## src/rtl/fp_mant_normalizer_pkg.sv

```systemverilog
// Shared definitions for the FP add/sub normalization stage: default widths and FSM states.
package fp_mant_normalizer_pkg;

  localparam int MANT_W_DEF = 23;
  localparam int EXP_W_DEF  = 8;

  // sig layout for the default widths: {carry, hidden, frac[22:0], rnd}
  localparam int SIG_RND_POS   = 0;
  localparam int SIG_FRAC_LSB  = 1;
  localparam int SIG_HID_POS   = MANT_W_DEF + 1;
  localparam int SIG_CARRY_POS = MANT_W_DEF + 2;

  typedef enum logic [1:0] {
    S_IDLE = 2'd0,
    S_NORM = 2'd1,
    S_DONE = 2'd2
  } state_t;

endpackage

```

## src/rtl/fp_mant_normalizer_norm_shift_step.sv

```systemverilog
// Combinational single-step shifter: one right shift on carry-out or one left shift otherwise.
module norm_shift_step #(
  parameter int MANT_W = 23,
  parameter int EXP_W  = 8
) (
  input  logic [MANT_W+2:0] sig_i,
  input  logic              sticky_i,
  input  logic [EXP_W-1:0]  exp_i,
  input  logic              dir_i,
  output logic [MANT_W+2:0] sig_o,
  output logic              sticky_o,
  output logic [EXP_W-1:0]  exp_o
);

  localparam logic [EXP_W-1:0] EXP_MAX = '1;
  localparam logic [EXP_W-1:0] EXP_ONE = {{(EXP_W-1){1'b0}}, 1'b1};

  // dir_i=1: the old round bit falls into sticky and the exponent saturates at EXP_MAX
  always_comb begin
    if (dir_i) begin
      sig_o    = {1'b0, sig_i[MANT_W+2:1]};
      sticky_o = sticky_i | sig_i[0];
      exp_o    = (exp_i == EXP_MAX) ? EXP_MAX : exp_i + EXP_ONE;
    end else begin
      sig_o    = {sig_i[MANT_W+1:0], 1'b0};
      sticky_o = sticky_i;
      exp_o    = exp_i - EXP_ONE;
    end
  end

endmodule

```

## src/rtl/fp_mant_normalizer.sv

```systemverilog
// Normalization stage ahead of rounding: one right shift on carry, or iterative left shifts after cancellation.
module fp_mant_normalizer
  import fp_mant_normalizer_pkg::*;
#(
  parameter int MANT_W = MANT_W_DEF,
  parameter int EXP_W  = EXP_W_DEF
) (
  input  logic              clk,
  input  logic              rst_n,
  input  logic              in_valid,
  output logic              in_ready,
  input  logic [MANT_W+2:0] sig_in,
  input  logic              sticky_in,
  input  logic [EXP_W-1:0]  exp_in,
  output logic              out_valid,
  input  logic              out_ready,
  output logic [MANT_W-1:0] P_final,
  output logic              markr,
  output logic              marks,
  output logic [EXP_W-1:0]  exp_out,
  output logic              zero,
  output logic              subnormal,
  output logic              exp_ovf
);

  localparam int CARRY_POS = MANT_W + 2;
  localparam int HID_POS   = MANT_W + 1;
  localparam logic [EXP_W-1:0] EXP_MAX = '1;
  localparam logic [EXP_W-1:0] EXP_ONE = {{(EXP_W-1){1'b0}}, 1'b1};

  state_t            state_q;
  logic [MANT_W+2:0] sig_q;
  logic              sticky_q;
  logic [EXP_W-1:0]  exp_q;
  logic [MANT_W-1:0] pFinal_q;
  logic              markr_q;
  logic              marks_q;
  logic [EXP_W-1:0]  expOut_q;
  logic              zero_q;
  logic              subnormal_q;
  logic              expOvf_q;

  logic [MANT_W+2:0] stepSig_d;
  logic              stepSticky_d;
  logic [EXP_W-1:0]  stepExp_d;

  norm_shift_step #(
    .MANT_W (MANT_W),
    .EXP_W  (EXP_W)
  ) u_step (
    .sig_i    (sig_q),
    .sticky_i (sticky_q),
    .exp_i    (exp_q),
    .dir_i    (sig_q[CARRY_POS]),
    .sig_o    (stepSig_d),
    .sticky_o (stepSticky_d),
    .exp_o    (stepExp_d)
  );

  always_ff @(posedge clk) begin
    if (!rst_n) begin
      state_q     <= S_IDLE;
      sig_q       <= '0;
      sticky_q    <= 1'b0;
      exp_q       <= '0;
      pFinal_q    <= '0;
      markr_q     <= 1'b0;
      marks_q     <= 1'b0;
      expOut_q    <= '0;
      zero_q      <= 1'b0;
      subnormal_q <= 1'b0;
      expOvf_q    <= 1'b0;
    end else begin
      case (state_q)
        S_IDLE: begin
          if (in_valid) begin
            sig_q       <= sig_in;
            sticky_q    <= sticky_in;
            exp_q       <= exp_in;
            zero_q      <= 1'b0;
            subnormal_q <= 1'b0;
            expOvf_q    <= 1'b0;
            state_q     <= S_NORM;
          end
        end
        // One action per cycle; the branch order is the priority order
        S_NORM: begin
          if (sig_q == '0) begin
            pFinal_q <= '0;
            markr_q  <= 1'b0;
            marks_q  <= 1'b0;
            expOut_q <= '0;
            zero_q   <= 1'b1;
            state_q  <= S_DONE;
          end else if (sig_q[CARRY_POS]) begin
            sig_q    <= stepSig_d;
            sticky_q <= stepSticky_d;
            exp_q    <= stepExp_d;
            pFinal_q <= stepSig_d[MANT_W:1];
            markr_q  <= stepSig_d[0];
            marks_q  <= stepSticky_d;
            expOut_q <= stepExp_d;
            expOvf_q <= (stepExp_d == EXP_MAX);
            state_q  <= S_DONE;
          end else if (sig_q[HID_POS] || (exp_q <= EXP_ONE)) begin
            pFinal_q    <= sig_q[MANT_W:1];
            markr_q     <= sig_q[0];
            marks_q     <= sticky_q;
            expOut_q    <= exp_q;
            subnormal_q <= ~sig_q[HID_POS];
            state_q     <= S_DONE;
          end else begin
            sig_q    <= stepSig_d;
            sticky_q <= stepSticky_d;
            exp_q    <= stepExp_d;
          end
        end
        S_DONE: begin
          if (out_ready) begin
            state_q <= S_IDLE;
          end
        end
        default: state_q <= S_IDLE;
      endcase
    end
  end

  assign in_ready  = (state_q == S_IDLE);
  assign out_valid = (state_q == S_DONE);
  assign P_final   = pFinal_q;
  assign markr     = markr_q;
  assign marks     = marks_q;
  assign exp_out   = expOut_q;
  assign zero      = zero_q;
  assign subnormal = subnormal_q;
  assign exp_ovf   = expOvf_q;

endmodule

```

## config.mk

```make
export PLATFORM = sky130hd
export DESIGN_NAME = fp_mant_normalizer
export DESIGN_NICKNAME = d
export VERILOG_FILES = /design/src/rtl/fp_mant_normalizer_pkg.sv /design/src/rtl/fp_mant_normalizer_norm_shift_step.sv /design/src/rtl/fp_mant_normalizer.sv
export SDC_FILE = /design/constraint.sdc
export NUM_CORES = 1
export LEC_CHECK = 0
export CAP_MARGIN = 20
export CORE_MARGIN = 5
export CORE_UTILIZATION = 39
export CTS_CLUSTER_DIAMETER = 80
export CTS_CLUSTER_SIZE = 12
export DETAILED_ROUTE_END_ITERATION = 16
export PLACE_DENSITY = 0.64
export SYNTH_ARGS = -nofsm -noshare
export SYNTH_HDL_FRONTEND = slang
export SYNTH_SLANG_ARGS = --single-unit
```

## constraint.sdc

```tcl
create_clock -name clk -period 2.4 [get_ports clk]
set_input_delay 0.36 -clock clk [delete_from_list [all_inputs] [get_ports clk]]
set_output_delay 0.36 -clock clk [all_outputs]
set_load 0.01 [all_outputs]
```

==> metrics.cfg <==
[logic_synthesis]
synth.cell_area_mm2=0.00409
synthDistinctLibCells=61
synthFlopType=dfxtp_1
avgSynthCellArea_um2=8.66
synth-seq-cells=73
ys_seq_area_share_pct=35.8
synth_nets=514
async_reset_ff_share_pct=0
postSynthCellCount=472
synth_edf_count=0
yosysWarnings=0

[power]
internal-power_uw=2710
powerDensity_mw_per_mm2=877
seqPwrFrac_pct=35.8
power_uw=4590
clkPwrFrac_pct=21.6
swShare_pct=40.9
netSwitchingPower_uw=1880
peakVddDrop_v=0.000316
p_leak_uw=0.00178
combinationalPowerShare_pct=42.7

[setup_path]
cp_slowest_cell=or4_4
cp_top_family=simple AND/OR/NAND/NOR gates
required_ns=2.64
reg2reg_from=exp_q[2]
crit_chain=or4_4, or3_1, o21ai_2, o21ai_4, buf_4, a22oi_2, nor2_1
cp-endpoint=P_final[6]
ff2ff_path_depth=7
r2r_slack_ns=0.19
cp-start-kind=flip-flop
timing.rr.end=P_final[6]
path_depth=7
crit_fanout=18
critPathBufInv=1
cp.arrival_ns=2.44
critPathCaptureType=flip-flop
path_class=reg2reg
cpPeakStageDelay_ns=0.59
cp-startpoint=exp_q[2]

[placed_design]
port_buffers=76
hpwl_mm=8.57
postPlaceCellArea_mm2=0.00503
gp_congestion=0.911
dpl_worst_slack_ns=0.143

[sta]
postLayoutSetupSlackWorst_ns=0.193
setup_viol=0
skew_ns=0.0127
hold_violations=0
slew_violations=0
tns_ns=0
grt_setup_unrepaired=no
fin_crit_ns=2.21
slew_headroom_pct=63.1
worst-slew-pin-transition_ns=0.553
min_period_over_period_pct=92.0
timing.fmax_mhz=453

[run_status]
status=finished clean

[die]
fp.coreArea_mm2=0.0103
dieHeight_um=112
rows=37
dieWidth_um=112
start_util_pct=39.8
pin_count=77
dieArea_mm2=0.0126

[grt]
gr-usage-met1_pct=28.8
grt_first_pass_wirelength_mm=20.4
grt_use_met2_pct=29.4
busiest_layer=met2
grt_pass1_vias=3837
globalRouteTotalUtil_pct=19.7
grt.overflow.total=0
antenna_found_initial=0
grt_use_met3_pct=2.80
grt_max_degree=52

[finish]
fin_area_mm2=0.00523
multi_input_area_mm2=0.00237
drive_gt1_share_pct=19.4
final_cell_mix=clkdlybuf4s50_1 (76), dfxtp_1 (71), nor2_1 (56)
fillers=1006
nNetsFinal=583
ff_latch_area_mm2=0.00146
antenna_cells=0
syn_to_final_growth_pct=27.9
final_common_cell=clkdlybuf4s50_1

[flow_run]
cap_violations=0

[clocking]
cts_sinks=73
htreeDepth=3
cts_made_buffers=9
root_buffer=clkbuf_8
cts_tree=done
postCtsSetupRepairBufs=0
cts_buffer_depth=2
clk_latency_ns=0.36
clk_pin_slew_ns=0.08

[routing]
drcViolationCount=0
vias=3997
avgRoutedWirePerCell_um=18.0
first_pass_iters=6
routed_wl_mm=12.3
drt-vias-per-instance=5.86
detail_route.iter0.violations=215
ant_nets=0

[worst_hold_path]
hold_class=reg2reg
whs_path_depth=2

==> cells by family (layout without fill, tap and decap cells) <==
kind of cell | Yosys count | after routing | synth area share, %
mux | 24 | 24 | 6.58
xor+xnor | 1 | 1 | 0.214
compound gates | 172 | 172 | 32.5
flops | 73 | 73 | 35.8
fa+ha+maj | 3 | 3 | 0.918
buf+inv | 52 | 126 | 6.52
simple gates | 147 | 147 | 17.5
==> synthesized netlist by cell type, drive strengths merged, types with 2 or more instances <==
master | count | area share [%]
o31ai | 26 | 4.8
a21oi | 16 | 2.1
a22oi | 29 | 7.8
nand2b | 3 | 0.46
inv | 3 | 0.28
nor2 | 58 | 5.4
nand4 | 3 | 0.46
a31oi | 5 | 0.77
nand3 | 33 | 4.0
and3 | 2 | 0.31
and4 | 2 | 0.43
a211oi | 8 | 1.7
o21ai | 42 | 5.3
or3 | 2 | 0.31
o221ai | 4 | 0.86
nor3 | 3 | 0.49
o211ai | 4 | 0.73
nand2 | 22 | 2.1
dfxtp | 73 | 36
and2 | 2 | 0.31
a221oi | 24 | 5.1
mux2 | 23 | 6.3
buf | 19 | 3.5
nor4 | 9 | 1.7
nor2b | 3 | 0.46
ha | 3 | 0.92
clkbuf | 29 | 2.7
==> metal layers <==
metal | vias up | wire length [um] | share of wire [%]
met5 | - | 0 | 0
met4 | 0 | 248 | 2.0
met3 | 16 | 531 | 4.3
met2 | 118 | 5470 | 44
met1 | 1922 | 6060 | 49
li1 | 1941 | - | -
==> through the flow <==
step / cells / hold WS [ns] / utilization, %
floorplan: 472 / 0.434 / -
global placement: 666 / 0.442 / 48.9
detailed placement: 666 / 0.447 / 48.9
CTS: 682 / 0.459 / 50.8
global route: 682 / 0.478 / 50.9
finish: 682 / 0.454 / 50.9
==> power by group through the flow <==
stage,sequential (uW),clock [uW],combinational (uW)
5_1_grt,1670,1060,2150
3_3_place_gp,1650,0,1940
2_1_floorplan,1620,0,1370
4_1_cts,1630,998,1950
3_5_place_dp,1660,0,1940
6_report,1640,988,1960
==> worst min-delay path by stage <==
stage	slack [ns]	from	to
6_report	0.45	exp_out[3]	exp_out[3]
3_3_place_gp	0.44	exp_out[5]	exp_out[5]
5_1_grt	0.48	exp_out[4]	exp_out[4]
4_1_cts	0.46	sticky_q	sticky_q
3_5_place_dp	0.45	sticky_q	sticky_q
2_1_floorplan	0.43	sticky_q	sticky_q
==> worst reg2reg max path, delay by kind of cell, from the launching register on <==
kind / cells / cell delay, ns
simple gates: 3 / 1.01
compound gates: 3 / 0.50
flops: 1 / 0.33
buf+inv: 1 / 0.24
==> state kept, by name, indices dropped and copies added, names as in the netlist <==
register   flops
P_final       23
exp_out        8
exp_ovf        1
exp_q          8
markr          1
marks          1
sig_q         26
state_q        2
sticky_q       1
subnormal      1
zero           1
==> cell type report <==
class,instances,area share [%]
Clock inverter,6,1.29
Timing Repair Buffer,106,19.3
Multi-Input combinational cell,347,45.4
Tap cell,136,3.26
Inverter,4,0.287
Clock buffer,10,2.44
Sequential cell,73,28.0
==> repair_timing <==
item                       4_1_cts  5_1_grt
setup endpoints to repair        0        4
resized for setup                0        2
hold buffers                     0        0
No activity file was read; power rests on OpenSTA's default activity.
